File: src/rtl/ps2_key_decoder_pkg.sv
// Shared constants and types for the PS/2 scan-code-set-2 keyboard front end.
package ps2_key_decoder_pkg;

  localparam int unsigned KEY_CODE_W = 9;

  localparam logic [7:0] PS2_PREFIX_EXT = 8'hE0;
  localparam logic [7:0] PS2_PREFIX_BRK = 8'hF0;

  localparam logic [7:0] PS2_IGN_PAUSE  = 8'hE1;
  localparam logic [7:0] PS2_IGN_BAT_OK = 8'hAA;
  localparam logic [7:0] PS2_IGN_ACK    = 8'hFA;
  localparam logic [7:0] PS2_IGN_RESEND = 8'hFE;
  localparam logic [7:0] PS2_IGN_ECHO   = 8'hEE;
  localparam logic [7:0] PS2_IGN_ERR0   = 8'h00;
  localparam logic [7:0] PS2_IGN_ERR1   = 8'hFF;
  localparam logic [7:0] PS2_FAKE_SHIFT = 8'h12;

  typedef enum logic [1:0] {StIdle, StData, StParity, StStop} rx_state_e;
  typedef enum logic [1:0] {StDIdle, StDE0, StDF0, StDE0F0} dec_state_e;

  // Bytes that carry no key information outside an extended/break sequence.
  function automatic logic is_ignored(input logic [7:0] b);
    return (b == PS2_IGN_PAUSE)  || (b == PS2_IGN_BAT_OK) || (b == PS2_IGN_ACK) ||
           (b == PS2_IGN_RESEND) || (b == PS2_IGN_ECHO)   || (b == PS2_IGN_ERR0) ||
           (b == PS2_IGN_ERR1);
  endfunction

endpackage

File: src/rtl/ps2_key_decoder_rx.sv
// PS/2 device-to-host receiver: synchronise, debounce clock, frame 11-bit words, timeout.
module ps2_rx
  import ps2_key_decoder_pkg::*;
#(
  parameter int unsigned FILTER_LEN     = 8,
  parameter int unsigned TIMEOUT_CYCLES = 20000
) (
  input  logic       clk,
  input  logic       rst,
  input  logic       ps2_clk,
  input  logic       ps2_data,
  output logic [7:0] rx_byte,
  output logic       byte_valid,
  output logic       frame_err
);

  localparam int unsigned FW = $clog2(FILTER_LEN + 1);
  localparam int unsigned TW = $clog2(TIMEOUT_CYCLES + 1);

  logic [1:0]    clk_sync_q, data_sync_q;
  logic          filt_q, filt_d;
  logic [FW-1:0] filt_cnt_q, filt_cnt_d;
  logic          strobe_q, strobe_d;

  rx_state_e     state_q, state_d;
  logic [2:0]    bit_cnt_q, bit_cnt_d;
  logic [7:0]    shift_q, shift_d;
  logic          parity_q, parity_d;
  logic [TW-1:0] tmo_q, tmo_d;
  logic          byte_valid_q, byte_valid_d;
  logic          frame_err_q, frame_err_d;
  logic          sdata;

  assign sdata = data_sync_q[1];

  // Filtered clock follows the synchronised line only after FILTER_LEN differing samples.
  always_comb begin
    filt_d     = filt_q;
    filt_cnt_d = '0;
    strobe_d   = 1'b0;
    if (clk_sync_q[1] != filt_q) begin
      if (filt_cnt_q == FW'(FILTER_LEN - 1)) begin
        filt_d   = clk_sync_q[1];
        strobe_d = filt_q;
      end else begin
        filt_cnt_d = filt_cnt_q + 1'b1;
      end
    end
  end

  always_comb begin
    state_d      = state_q;
    bit_cnt_d    = bit_cnt_q;
    shift_d      = shift_q;
    parity_d     = parity_q;
    byte_valid_d = 1'b0;
    frame_err_d  = 1'b0;
    tmo_d        = (state_q == StIdle || strobe_q) ? '0 : tmo_q + 1'b1;

    if (state_q != StIdle && !strobe_q && tmo_q == TW'(TIMEOUT_CYCLES - 1)) begin
      frame_err_d = 1'b1;
      state_d     = StIdle;
      tmo_d       = '0;
    end else if (strobe_q) begin
      unique case (state_q)
        StIdle: begin
          if (!sdata) begin
            state_d   = StData;
            bit_cnt_d = '0;
          end
        end
        StData: begin
          shift_d   = {sdata, shift_q[7:1]};
          bit_cnt_d = bit_cnt_q + 1'b1;
          if (bit_cnt_q == 3'd7) state_d = StParity;
        end
        StParity: begin
          parity_d = sdata;
          state_d  = StStop;
        end
        StStop: begin
          if (sdata && (^{shift_q, parity_q})) byte_valid_d = 1'b1;
          else                                 frame_err_d  = 1'b1;
          state_d = StIdle;
        end
        default: state_d = StIdle;
      endcase
    end
  end

  always_ff @(posedge clk or posedge rst) begin
    if (rst) begin
      clk_sync_q   <= 2'b11;
      data_sync_q  <= 2'b11;
      filt_q       <= 1'b1;
      filt_cnt_q   <= '0;
      strobe_q     <= 1'b0;
      state_q      <= StIdle;
      bit_cnt_q    <= '0;
      shift_q      <= '0;
      parity_q     <= 1'b0;
      tmo_q        <= '0;
      byte_valid_q <= 1'b0;
      frame_err_q  <= 1'b0;
    end else begin
      clk_sync_q   <= {clk_sync_q[0], ps2_clk};
      data_sync_q  <= {data_sync_q[0], ps2_data};
      filt_q       <= filt_d;
      filt_cnt_q   <= filt_cnt_d;
      strobe_q     <= strobe_d;
      state_q      <= state_d;
      bit_cnt_q    <= bit_cnt_d;
      shift_q      <= shift_d;
      parity_q     <= parity_d;
      tmo_q        <= tmo_d;
      byte_valid_q <= byte_valid_d;
      frame_err_q  <= frame_err_d;
    end
  end

  assign rx_byte    = shift_q;
  assign byte_valid = byte_valid_q;
  assign frame_err  = frame_err_q;

endmodule

File: src/rtl/ps2_key_decoder.sv
// Scan-code-set-2 make/break decoder maintaining a 512-bit pressed-key bitmap.
module ps2_key_decoder
  import ps2_key_decoder_pkg::*;
#(
  parameter int unsigned FILTER_LEN     = 8,
  parameter int unsigned TIMEOUT_CYCLES = 20000
) (
  input  logic                  clk,
  input  logic                  rst,
  input  logic                  ps2_clk,
  input  logic                  ps2_data,
  output logic [511:0]          key_down,
  output logic [KEY_CODE_W-1:0] last_change,
  output logic                  key_valid,
  output logic                  frame_err
);

  logic [7:0] rx_byte;
  logic       byte_valid;

  ps2_rx #(
    .FILTER_LEN     (FILTER_LEN),
    .TIMEOUT_CYCLES (TIMEOUT_CYCLES)
  ) u_rx (
    .clk        (clk),
    .rst        (rst),
    .ps2_clk    (ps2_clk),
    .ps2_data   (ps2_data),
    .rx_byte    (rx_byte),
    .byte_valid (byte_valid),
    .frame_err  (frame_err)
  );

  dec_state_e            dec_q, dec_d;
  logic                  ev_valid, ev_make;
  logic [KEY_CODE_W-1:0] ev_code;
  logic [511:0]          key_down_q;
  logic [KEY_CODE_W-1:0] last_change_q;
  logic                  key_valid_q;

  always_comb begin
    dec_d    = dec_q;
    ev_valid = 1'b0;
    ev_make  = 1'b0;
    ev_code  = '0;
    if (byte_valid) begin
      unique case (dec_q)
        StDIdle: begin
          if (rx_byte == PS2_PREFIX_EXT)      dec_d = StDE0;
          else if (rx_byte == PS2_PREFIX_BRK) dec_d = StDF0;
          else if (!is_ignored(rx_byte)) begin
            ev_valid = 1'b1;
            ev_make  = 1'b1;
            ev_code  = {1'b0, rx_byte};
          end
        end
        StDE0: begin
          dec_d = StDIdle;
          if (rx_byte == PS2_PREFIX_BRK) dec_d = StDE0F0;
          else if (rx_byte != PS2_FAKE_SHIFT) begin
            ev_valid = 1'b1;
            ev_make  = 1'b1;
            ev_code  = {1'b1, rx_byte};
          end
        end
        StDF0, StDE0F0: begin
          dec_d = StDIdle;
          // A stray prefix inside a break sequence means we lost sync; drop it.
          if (rx_byte != PS2_PREFIX_EXT && rx_byte != PS2_PREFIX_BRK) begin
            ev_valid = 1'b1;
            ev_code  = {(dec_q == StDE0F0), rx_byte};
          end
        end
        default: dec_d = StDIdle;
      endcase
    end
  end

  always_ff @(posedge clk or posedge rst) begin
    if (rst) begin
      dec_q         <= StDIdle;
      key_down_q    <= '0;
      last_change_q <= '0;
      key_valid_q   <= 1'b0;
    end else begin
      dec_q       <= dec_d;
      key_valid_q <= ev_valid;
      if (ev_valid) begin
        key_down_q[ev_code] <= ev_make;
        last_change_q       <= ev_code;
      end
    end
  end

  assign key_down    = key_down_q;
  assign last_change = last_change_q;
  assign key_valid   = key_valid_q;

endmodule

File: config.mk
export PLATFORM = sky130hd
export DESIGN_NAME = ps2_key_decoder
export DESIGN_NICKNAME = d
export VERILOG_FILES = /design/src/rtl/ps2_key_decoder_pkg.sv /design/src/rtl/ps2_key_decoder_rx.sv /design/src/rtl/ps2_key_decoder.sv
export SDC_FILE = /design/constraint.sdc
export NUM_CORES = 1
export LEC_CHECK = 0
export CORE_AREA = 2 2 286 260
export DETAILED_ROUTE_END_ITERATION = 10
export DIE_AREA = 0 0 288 262
export GPL_ROUTABILITY_DRIVEN = 0
export PLACE_DENSITY = 0.63
export SYNTH_ARGS = -nofsm -noshare
export SYNTH_HDL_FRONTEND = slang
export SYNTH_SLANG_ARGS = --single-unit
export TNS_END_PERCENT = 20
File: constraint.sdc
create_clock -name clk -period 25.2 [get_ports clk]
set_input_delay 2.52 -clock clk [delete_from_list [all_inputs] [get_ports clk]]
set_output_delay 2.52 -clock clk [all_outputs]
set_load 0.05 [all_outputs]
; Word-level counts from Yosys, hierarchy flattened
; Index checks and enable logic that the tools add are counted.
; W data, S select, Z words.
[totals]
register_bits = 565
in_bits = 4
out_inout_bits = 523
word_cells = 120
[classes]
addsub = 3
magnitude_cmp = 2
n_eq_ne = 25
mux = 46
bitwise_logic = 1
n_reduce_logical = 27
[op_table]
columns = cell, n
row1 = $bwmux W512, 1
row2 = $eq A8 B8 Y1 const B, 8
row3 = $mux W9, 4
row4 = $mux W15, 2
row5 = $pmux W9 S3, 1
row6 = $mux W8, 3
row7 = $mux W1, 19
row8 = $ne A8 B8 Y1 const B, 2
row9 = $add A15 B1 Y15 const B, 1
row10 = $eq A15 B15 Y1 const B, 1
row11 = $mux W2, 7
row12 = $lt A9 B10 Y1 const B, 1
row13 = $demux W1 S9, 1
row14 = $ge A9 B1 Y1 const B, 1
row15 = $reduce_and A3 Y1, 3
row16 = $reduce_xor A9 Y1, 1
row17 = $eq A2 B2 Y1 const B, 4
row18 = $logic_not A8 Y1, 1
row19 = $mux W4, 2
row20 = $ne A8 B5 Y1 const B, 1
row21 = $pmux W2 S4, 1
row22 = $logic_or A1 B1 Y1, 7
row23 = $ne A3 B3 Y1 const B, 2
row24 = $pmux W2 S3, 1
row25 = 20 further kinds, 29

; Longest topological paths before layout
[logic_depth]
ltp_word = 17
ltp_mapped = 11
mapped_depth_nobuf = 8

; Modules after synthesis
; A second synthesis with hierarchy kept.
[hier_totals]
cells_unflattened = 2148
area_unflattened_um2 = 23597.6
[by_module_without_submodules]
columns = module, n_inst, cells_each, area_per_inst_um2, seq_area_each_um2
row1 = ps2_key_decoder, 1, 1973, 21623.2, 13112.6
row2 = ps2_rx, 1, 175, 1974.4, 1032.2

; Worst setup path before layout
; No wires, ideal clock.
[synth_timing]
path_type = register -> output
from = register last_change_q[0], in the netlist last_change[0]
to = output port last_change[0]
arrival_time_ps = 601
slack_ps = 22079
stages_incl_launch_ff = 1
path_buffers = 0
path_cell_list = dfrtp_1
[synth_rtl]
columns = item, line
row1 = start: declaration, ps2_key_decoder.sv:38  ; logic [KEY_CODE_W-1:0] last_change_q;
row2 = start signal: assignment, ps2_key_decoder.sv:90  ; last_change_q <= ev_code;
row3 = end: declaration, ps2_key_decoder.sv:13  ; output logic [KEY_CODE_W-1:0] last_change,
; No word-level cell between the ends.

==> key figures <==
Timing
  • Setup WS post-layout: 19.60 ns
  • Final Skew: 0.02478 ns
  • Setup Viol. Count Final: 0
  • RSZ-0062 raised after global routing: no
  • Fin crit period: 5.604 ns
  • Final Cycle Share: 22.24%
  • Count of final hold-check violations: 0
  • Slew margin rel.: 8.056%
  • Worst slew pin tran: 1.379 ns
  • Fmax: 178.4 MHz
  • Setup_tns: 0 ns
  • Pins over their slew limit: 0

Clock network
  • Clk buf depth: 3
  • CTS buffer count: 61
  • CTS H-tree depth: 2
  • CTS root buffer: clkbuf_16
  • Clock transition at the registers of the reported paths: 0.06 ns
  • Post-CTS setup buffer count: 0
  • # clock sinks: 565
  • CTS tree: done
  • Hold_buf cts: 0
  • Clk_lat worst skew: 0.62 ns
  • Post-CTS sizing: 0

Pwr
  • Pwr per Cell Area: 57.22 mW/mm^2
  • Max VDD drop: 0.00005697 V
  • Static Leakage: 0.01329 uW

Final layout
  • Most frequent cells in the layout: dfrtp_1 (560), clkdlybuf4s50_1 (526), o31ai_1 (514), o21ai_0 (265), mux2_2 (119)
  • Reg area: 0.01414 mm^2
  • Fillers: 6651
  • Total Nets Final: 2547
  • Area of the multi-input gates: 0.009260 mm^2
  • Layout cells sized above 1: 12.01%
  • Commonest non-fill, non-tap cell in the layout: dfrtp_1
  • Syn-to-layout area delta: 32.40%

Logic synthesis
  • Post-synth EDFFs: 0
  • Post-synth design cell area: 0.02441 mm^2
  • Seq/Total Area, Yosys: 57.96%
  • Yosys cell types: 71
  • FF+latch count, synth: 565
  • Synth Flop Type: dfrtp_1
  • Ys Warns: 0
  • Post-synth ARST share: 100.0%
  • Avg Synthesized Cell Area: 11.26 um^2
  • Mapped Nets: 2179
  • Post-Syn Instances: 2167

Route
  • DR vias: 19770
  • Vias per cell: 5.579
  • Routed len/inst: 24.26 um
  • Post-route DRC: 0
  • DRT Pass-1 Iters: 5
  • DRT iter0 DRCs: 2180
  • Total wire length: 85960 um
  • Number of nets with antenna violations after routing: 0

Critical path
  • Critical path data required time: 25.77 ns
  • Critical path's slowest cell: buf_4
  • Setup CP Type: input pin to async pin
  • CP Max Fanout: 142
  • CP cell instances: clkdlybuf4s50_1, inv_8, buf_4, buf_4, buf_4
  • Reg-to-Reg Start: u_rx.rx_byte[0]$_DFFE_PP0P_
  • Critical Path Sink Type: async pin
  • Slowest stage delay, CP: 0.94 ns
  • Crit path launch: rst
  • Most common cell on crit path: buf_4
  • Arr. time, crit path: 6.17 ns
  • CP Launch Type: input pin

Die
  • Site Rows: 94
  • Die ar.: 0.07546 mm^2
  • Chip width: 288 um
  • Initial core utilization: 33.69%
  • Core area: 0.07245 mm^2
  • I/O pin cnt: 527
  • Die Span Y: 262 um

Global route
  • Number of global-route vias before repair: 19390
  • Tot GR Track Use: 21.95%
  • Global-route wire length before repair: 125500 um
  • Initial antenna violation count: 0
  • Overflow after GRT: 0
  • Largest net degree at the start of global routing: 226

Placed design
  • DP Worst Slack: 18.79 ns
  • DP HPWL: 55240 um
  • I/O Buffers: 526

Status
  • Result of the run: complete, no violations

Job
  • Max_cap viols: 0

Min path
  • Hold Path Origin: u_rx.clk_sync_q[0]$_DFF_PP1_
  • Worst Hold Class: register to register
[final timing paths]
path | slack, ns | depth (start not counted) | to
max reg2reg | 20.58 | 6 | key_down[33]$_DFFE_PP0P_
max | 19.60 | 5 | key_down[150]$_DFFE_PP0P_
max in group clk | 20.58 | 6 | key_down[33]$_DFFE_PP0P_
min reg2reg | 0.35 | 0 | u_rx.clk_sync_q[1]$_DFF_PP1_
min in group asynchronous | 2.50 | 2 | key_down[425]$_DFFE_PP0P_
min | 0.35 | 0 | u_rx.clk_sync_q[1]$_DFF_PP1_
[where the power goes]
group / leakage (uW) / switching [uW] / internal (uW)
combinational: 0.00445 / 32.2 / 11.0
clock: 0.000978 / 368 / 515
sequential: 0.00787 / 6.83 / 915
total: 0.0133 / 407 / 1440
[kinds of logic after synthesis]
| group | share of synthesized area (%) |
|---|---|
| AOI/OAI and AO/OA | 24.14 |
| DFF | 57.96 |
| and+or+nand+nor | 6.214 |
| buffers and inverters | 4.783 |
| muxes | 5.670 |
| xor gates and xnor gates | 0.8254 |
| adders and majority gates | 0.4101 |
[layer usage]
layer	part of all wire [%]	track usage (%)	routed length, um
met5	0	0	0
met4	3.5	8.592	3042
met3	8.3	6.189	7148
met2	46	34.37	39740
met1	42	28.87	36030
[state kept, by name (all words and copies together), names as in the netlist]
signal,flops
u_rx.filt_q,1
last_change,9
u_rx.strobe_q,1
u_rx.bit_cnt_q,3
key_valid,1
u_rx.frame_err,1
u_rx.state_q,2
u_rx.filt_cnt_q,4
u_rx.byte_valid,1
u_rx.parity_q,1
u_rx.data_sync_q,2
u_rx.rx_byte,8
dec_q,2
key_down,512
u_rx.tmo_q,15
u_rx.clk_sync_q,2
[worst max-delay path: cells and delay by family]
kind	cells	cell delay, ns
buf+inv	5	3.39
[cell type report]
class,instances,area share (%)
Sequential cell,565,43.77
Multi-Input combinational cell,1320,28.66
Timing Repair Buffer,575,17.56
Clock buffer,98,5.808
Tap cell,960,3.717
Clock inverter,12,0.3175
Inverter,12,0.1626
Antenna cell,1,0.007744
[stage by stage]
step,utilization (%),instance area (um^2),power [uW],cells,hold WS (ns)
global route,44.60,32310,1918,3542,0.3619
floorplan,-,24410,970.7,2167,0.3452
detailed placement,41.82,30300,983.3,3430,0.3468
finish,44.60,32310,1849,3543,0.3537
CTS,44.56,32280,1873,3540,0.3479
global placement,41.82,30300,980.1,3430,0.3487
[synth_stat cells, types with 6 or more instances]
master    count  share of area, %
a22o_1        6              0.22
ha_1          8              0.41
o31ai_1     514                16
mux2_2      119               5.5
clkbuf_1    185               2.8
nor2b_1       6              0.15
xnor2_1      14              0.50
inv_1        12              0.18
a31oi_1       6              0.15
nand3_1      28              0.57
nor2_1       28              0.43
dfrtp_1     560                57
o21ai_0     265               5.4
a21oi_1      11              0.23
xor2_1        9              0.32
buf_1         8              0.12
buf_2        75               1.5
nand2_1     110               1.7
nor3_1       32              0.66
nand4_1      43               1.1
and2_1       10              0.26
and3_1       16              0.41
o41ai_1       8              0.29
o21a_1        9              0.28
or3_1         7              0.18
Power figures use the tool's default switching activity.
